**src/rtl/multicycle_chunk_adder.sv**
```systemverilog
// multicycle_chunk_adder
// Adds or subtracts two WIDTH-bit operands CHUNK bits per clock, LSB chunk
// first, carrying between chunks in a register. One operation in flight;
// valid/ready handshakes on both the operand and the result side.
module multicycle_chunk_adder #(
    parameter int WIDTH = 16,
    parameter int CHUNK = 4
) (
    input  logic             clk,
    input  logic             rst_n,
    input  logic             in_valid,
    output logic             in_ready,
    input  logic [WIDTH-1:0] a,
    input  logic [WIDTH-1:0] b,
    input  logic             cin,
    input  logic             sub,
    output logic             out_valid,
    input  logic             out_ready,
    output logic [WIDTH-1:0] sum,
    output logic             cout,
    output logic             ovf,
    output logic             busy
);

    localparam int NCHUNK = WIDTH / CHUNK;
    localparam int CW     = (NCHUNK > 1) ? $clog2(NCHUNK) : 1;

    // A chunk size that does not tile the operand exactly has no meaning.
    if ((WIDTH < 1) || (CHUNK < 1) || ((WIDTH % CHUNK) != 0)) begin : g_bad_params
        $error("multicycle_chunk_adder: CHUNK must divide WIDTH exactly");
    end

    typedef enum logic [1:0] {
        IDLE = 2'd0,
        RUN  = 2'd1,
        DONE = 2'd2
    } state_t;

    state_t           state, state_n;
    logic [WIDTH-1:0] op_a, op_b;     // op_b already inverted for subtract
    logic             carry;
    logic [CW-1:0]    cnt;
    logic [WIDTH-1:0] sum_r;
    logic             cout_r, ovf_r;

    logic [CHUNK-1:0] a_chunk, b_chunk;
    logic [CHUNK:0]   chunk_res;
    logic             last_chunk;
    logic             accept;

    assign accept     = in_valid && (state == IDLE);
    assign last_chunk = (cnt == CW'(NCHUNK - 1));

    // State register.
    always_ff @(posedge clk or negedge rst_n) begin
        // NOTE: every clocked assignment is non-blocking so all registers
        // update from the same pre-edge values, independent of statement order.
        if (!rst_n) state <= IDLE;
        else        state <= state_n;
    end

    // Next-state and handshake outputs.
    always_comb begin
        // NOTE: every output of this block gets a default first, so no path
        // leaves a signal unassigned and no latch is inferred.
        state_n   = state;
        in_ready  = 1'b0;
        out_valid = 1'b0;
        busy      = 1'b1;
        case (state)
            IDLE: begin
                in_ready = 1'b1;
                busy     = 1'b0;
                if (in_valid) state_n = RUN;
            end
            RUN: begin
                if (last_chunk) state_n = DONE;
            end
            DONE: begin
                out_valid = 1'b1;
                if (out_ready) state_n = IDLE;
            end
            default: state_n = IDLE;
        endcase
    end

    // Select the current chunk of each operand and add it with the held carry.
    always_comb begin
        a_chunk = '0;
        b_chunk = '0;
        for (int k = 0; k < NCHUNK; k++) begin
            if (cnt == CW'(k)) begin
                a_chunk = op_a[k*CHUNK +: CHUNK];
                b_chunk = op_b[k*CHUNK +: CHUNK];
            end
        end
        chunk_res = {1'b0, a_chunk} + {1'b0, b_chunk} + {{CHUNK{1'b0}}, carry};
    end

    // Operand capture, per-chunk accumulation and final flag latching.
    always_ff @(posedge clk or negedge rst_n) begin
        if (!rst_n) begin
            op_a   <= '0;
            op_b   <= '0;
            carry  <= 1'b0;
            cnt    <= '0;
            sum_r  <= '0;
            cout_r <= 1'b0;
            ovf_r  <= 1'b0;
        end else if (accept) begin
            op_a  <= a;
            op_b  <= sub ? ~b : b;
            carry <= sub ? 1'b1 : cin;
            cnt   <= '0;
        end else if (state == RUN) begin
            for (int k = 0; k < NCHUNK; k++) begin
                if (cnt == CW'(k)) sum_r[k*CHUNK +: CHUNK] <= chunk_res[CHUNK-1:0];
            end
            carry <= chunk_res[CHUNK];
            cnt   <= cnt + CW'(1);
            if (last_chunk) begin
                cout_r <= chunk_res[CHUNK];
                // Carry into the MSB is recovered as a^b^sum at that bit.
                ovf_r  <= a_chunk[CHUNK-1] ^ b_chunk[CHUNK-1]
                        ^ chunk_res[CHUNK-1] ^ chunk_res[CHUNK];
            end
        end
    end

    assign sum  = sum_r;
    assign cout = cout_r;
    assign ovf  = ovf_r;

endmodule
```
**config.mk**
```make
export PLATFORM = sky130hd
export DESIGN_NAME = multicycle_chunk_adder
export DESIGN_NICKNAME = d
export VERILOG_FILES = /design/src/rtl/multicycle_chunk_adder.sv
export SDC_FILE = /design/constraint.sdc
export NUM_CORES = 1
export LEC_CHECK = 0
export BUFFER_PORTS_ARGS = -buffer_cell sky130_fd_sc_hd__buf_2
export CORE_ASPECT_RATIO = 0.5
export CORE_MARGIN = 10
export CORE_UTILIZATION = 49
export DETAILED_ROUTE_END_ITERATION = 6
export PLACE_DENSITY = 0.76
export REMOVE_ABC_BUFFERS = 1
export SLEW_MARGIN = 25
export SYNTH_ARGS = -nofsm -noshare
export SYNTH_HDL_FRONTEND = slang
export SYNTH_SLANG_ARGS = --single-unit
export TNS_END_PERCENT = 100
```
**constraint.sdc**
```tcl
create_clock -name clk -period 2.48 [get_ports clk]
set_input_delay 0.124 -clock clk [delete_from_list [all_inputs] [get_ports clk]]
set_output_delay 0.124 -clock clk [all_outputs]
set_load 0.02 [all_outputs]
```
==> metrics.md <==
| Metric | Value |
|---|---|
| CTS tree | `yes` |
| RR Startpoint | `cnt[0]` |
| Relative slew slack | `59.5%` |
| Clock latency at the later pin of the worst-skew pair | `0.31 ns` |
| Finished layout cell area | `3400 sq um` |
| Port Buffer Count | `58` |
| Num CTS Buffers | `5` |
| Tmin final | `2.62 ns` |
| CTS Root Cell | `clkbuf_8` |
| FFs w/ async S/R, synth | `100%` |
| Area Overhead vs Synth | `26.7%` |
| Initial Util | `52.5%` |
| CP Launch Type | `flip-flop` |
| Reg2Reg Depth | `13` |
| Netlist Area Pre-Place | `2680 sq um` |
| VDD IR max | `665 uV` |
| Final nets | `406` |
| CTS H-tree depth | `2` |
| Vias | `2125` |
| Post-DR vias/cell | `4.95` |
| Share of layout cells above drive strength 1 | `33.1%` |
| P_leak | `1.70 nW` |
| Kind of end point of the critical path | `flip-flop` |
| Synth Area in XOR/XNOR | `6.20%` |
| Simple-gate portion of the synthesized area | `18.9%` |
| Cells after DPL | `412` |
| Routability Congestion | `0.819` |
| Fill count | `392` |
| Seq/Total Area, Yosys | `51.3%` |
| Setup slack, reg-to-reg | `-0.14 ns` |
| EDFF count, synth | `0` |
| Setup violators final | `13` |
| DRC | `0` |
| Core ar. | `5110 sq um` |
| Worst-path fanout max | `3` |
| Worst reg2reg path endpoint | `ovf` |
| Layout Cells excl Fill | `429` |
| Die width | `125 um` |
| Post-Synth Adder-Cell Area | `4.76%` |
| Fmax | `0.381 GHz` |
| HPWL after DPL | `4.67 mm` |
| Ys Warns | `0` |
| Clock Skew | `0.00596 ns` |
| Max Cap Viol | `0` |
| Iter 0 DRT Violations | `148` |
| Die span in y | `72.3 um` |
| Largest family of logic cells by synthesized area | `simple AND/OR/NAND/NOR gates` |
| Antenna-violating nets left | `0` |
| Fin worst setup slack | `-0.143 ns` |
| Vias in the first global route | `2207` |
| First-pass GRT wire length | `10.6 mm` |
| CTS Sinks | `55` |
| Ant diodes | `0` |
| Final core occ | `66.5%` |
| Wire length per cell | `15.0 um` |
| Mean post-synth cell area | `9.59 sq um` |
| Synth Area in Compound Gates | `12.6%` |
| Total routing usage reported by global routing | `14.3%` |
| Clk buf depth | `2` |
| Routed wire length | `6.45 mm` |
| Critical path type | `flip-flop to flip-flop` |
| Least-Margin Pin Slew | `0.607 ns` |
| Die Area | `9020 sq um` |
| RSZ-0062 raised after global routing | `yes` |
| Total global routing overflow | `0` |
| Setup_tns | `-0.849 ns` |
| Initial antenna violation count | `0` |
| WP data arrival | `2.82 ns` |
| Status | `complete, but fails checks` |
| PD cells | `1520 nW/um^2` |
| Largest net degree at the start of global routing | `52` |
| Synth cell types | `32` |
| Placed Area | `3110 sq um` |
| Worst hold path startpoint | `a[11]` |
| Worst setup startpoint | `cnt[0]` |
| CTS clk-pin slew, worst paths | `0.09 ns` |
| Mux cell area share after synthesis | `2.24%` |
| Setup crit end | `ovf` |
| CP required | `2.68 ns` |
| Hold Fails Final Rpt | `0` |
| Fin crit share | `106%` |
| Final Max Slew Viols | `0` |
| Total iterations of the first detailed-routing run | `4` |
| IO Count | `59` |
| Post-Syn Instances | `280` |
| Yosys reg bits | `55` |
| Placement Setup Slack | `-0.287 ns` |
| Post-synth top flop | `dfrtp_1` |
| Hold slack | `0.00506 ns` |
| Failing checks | `setup timing` |
| Overall power | `5.16 mW` |
| Worst hold path type | `input pin to flip-flop` |
| Rows | `18` |
[layout by cell type (no fill, tap or decap), drive strengths merged]
| cell type | synthesis | final |
|---|---|---|
| mux2 | 4 | 4 |
| xnor2 | 18 | 18 |
| and2 | 1 | 1 |
| inv | 6 | 6 |
| ha | 7 | 7 |
| a221oi | 4 | 4 |
| o21ai | 38 | 38 |
| a21oi | 12 | 12 |
| and2b | 1 | 1 |
| nor2 | 1 | 1 |
| clkinv | 0 | 1 |
| a21o | 1 | 1 |
| clkbuf | 1 | 6 |
| o31ai | 3 | 3 |
| o211ai | 1 | 1 |
| dfrtp | 55 | 55 |
| nand2 | 95 | 95 |
| fa | 2 | 2 |
| nor2b | 5 | 5 |
| nand3b | 5 | 5 |
| dlygate4sd3 | 0 | 8 |
| xor2 | 1 | 1 |
| nor3 | 2 | 2 |
| nand2b | 2 | 2 |
| buf | 13 | 78 |
| nand3 | 2 | 2 |
[sequential cells by signal, summed over array words and instances (netlist names)]
name   count
op_a      16
op_b      16
sum       16
cnt        2
state      2
carry      1
cout       1
ovf        1
[how the worst min path moves through the flow]
stage               slack [ns]        to  depth (start not counted)
floorplan                -0.17     carry                          0
finish                   0.005  op_a[11]                          3
detailed placement        0.17   op_b[2]                          1
global placement          0.15  op_b[11]                          1
CTS                     0.0008  op_a[14]                          3
global route             0.008  op_a[15]                          3
[what timing repair did]
| action | 4_1_cts | 5_1_grt |
|---|---|---|
| resized for setup | 18 | 11 |
| pin swaps | 11 | 13 |
| hold endpoints to repair | 34 | 0 |
| buffers inserted | 1 | 1 |
| endpoints found under the setup margin | 15 | 15 |
| hold buffers | 8 | 0 |
[power by group]
part	total, mW	leakage, nW	switching [mW]	internal, mW
Sequential	1.59	0.687	0.262	1.33
Combinational	3.07	0.966	1.69	1.37
Clock	0.503	0.0470	0.283	0.220
Total	5.16	1.70	2.24	2.92
[kinds of logic (layout without fill, tap and decap cells)]
family	after synthesis	after routing
xor+xnor	19	19
fa+ha+maj	9	9
mux	4	4
compound gates	59	59
buf+inv	20	99
simple gates	114	114
flops	55	55
[synthesized netlist by cell type (2+ instances only)]
| cell | count | share of area, % |
|---|---|---|
| a21oi_1 | 11 | 2.1 |
| a221oi_1 | 4 | 1.3 |
| nand3b_1 | 5 | 1.4 |
| ha_1 | 7 | 3.3 |
| buf_4 | 4 | 1.1 |
| xnor2_1 | 18 | 5.9 |
| o21ai_2 | 3 | 0.98 |
| o31ai_1 | 3 | 0.84 |
| mux2_4 | 4 | 2.2 |
| nand3_1 | 2 | 0.37 |
| fa_1 | 2 | 1.5 |
| buf_2 | 8 | 1.5 |
| nand2b_1 | 2 | 0.47 |
| dfrtp_1 | 55 | 51 |
| nor2b_1 | 4 | 0.93 |
| nor3_1 | 2 | 0.37 |
| o21ai_1 | 6 | 1.1 |
| nand2_1 | 91 | 13 |
| o21ai_0 | 29 | 5.4 |
| nand2_4 | 3 | 1.3 |
| inv_1 | 6 | 0.84 |
[critical path: stages, from the launching register on]
cell and delay [ns]:
dfrtp_1 0.41, inv_2 0.08, ha_4 0.16, nor2b_4 0.13, a221oi_2 0.25, nor3_2 0.07
a21oi_2 0.16, fa_2 0.24, inv_2 0.04, fa_2 0.36, a21o_1 0.18, a21oi_2 0.18
xor2_1 0.19, o21ai_2 0.07
[final cells by class]
type,instances,area [sq um],area share (%)
Sequential cell,55,1380,40.5
Multi-Input combinational cell,205,1300,38.3
Timing Repair Buffer,86,524,15.4
Tap cell,70,87.6,2.58
Clock buffer,6,82.6,2.43
Inverter,6,22.5,0.662
Clock inverter,1,5.00,0.147
[metal layers]
layer,vias to the layer above,track usage (%),share of wire (%)
met5,-,0,0
met4,0,5.01,1.1
met3,7,4.35,6.7
met2,51,23.3,45
met1,993,17.8,47
li1,1074,-,-
Note: power is estimated with default switching activity, not from simulation.
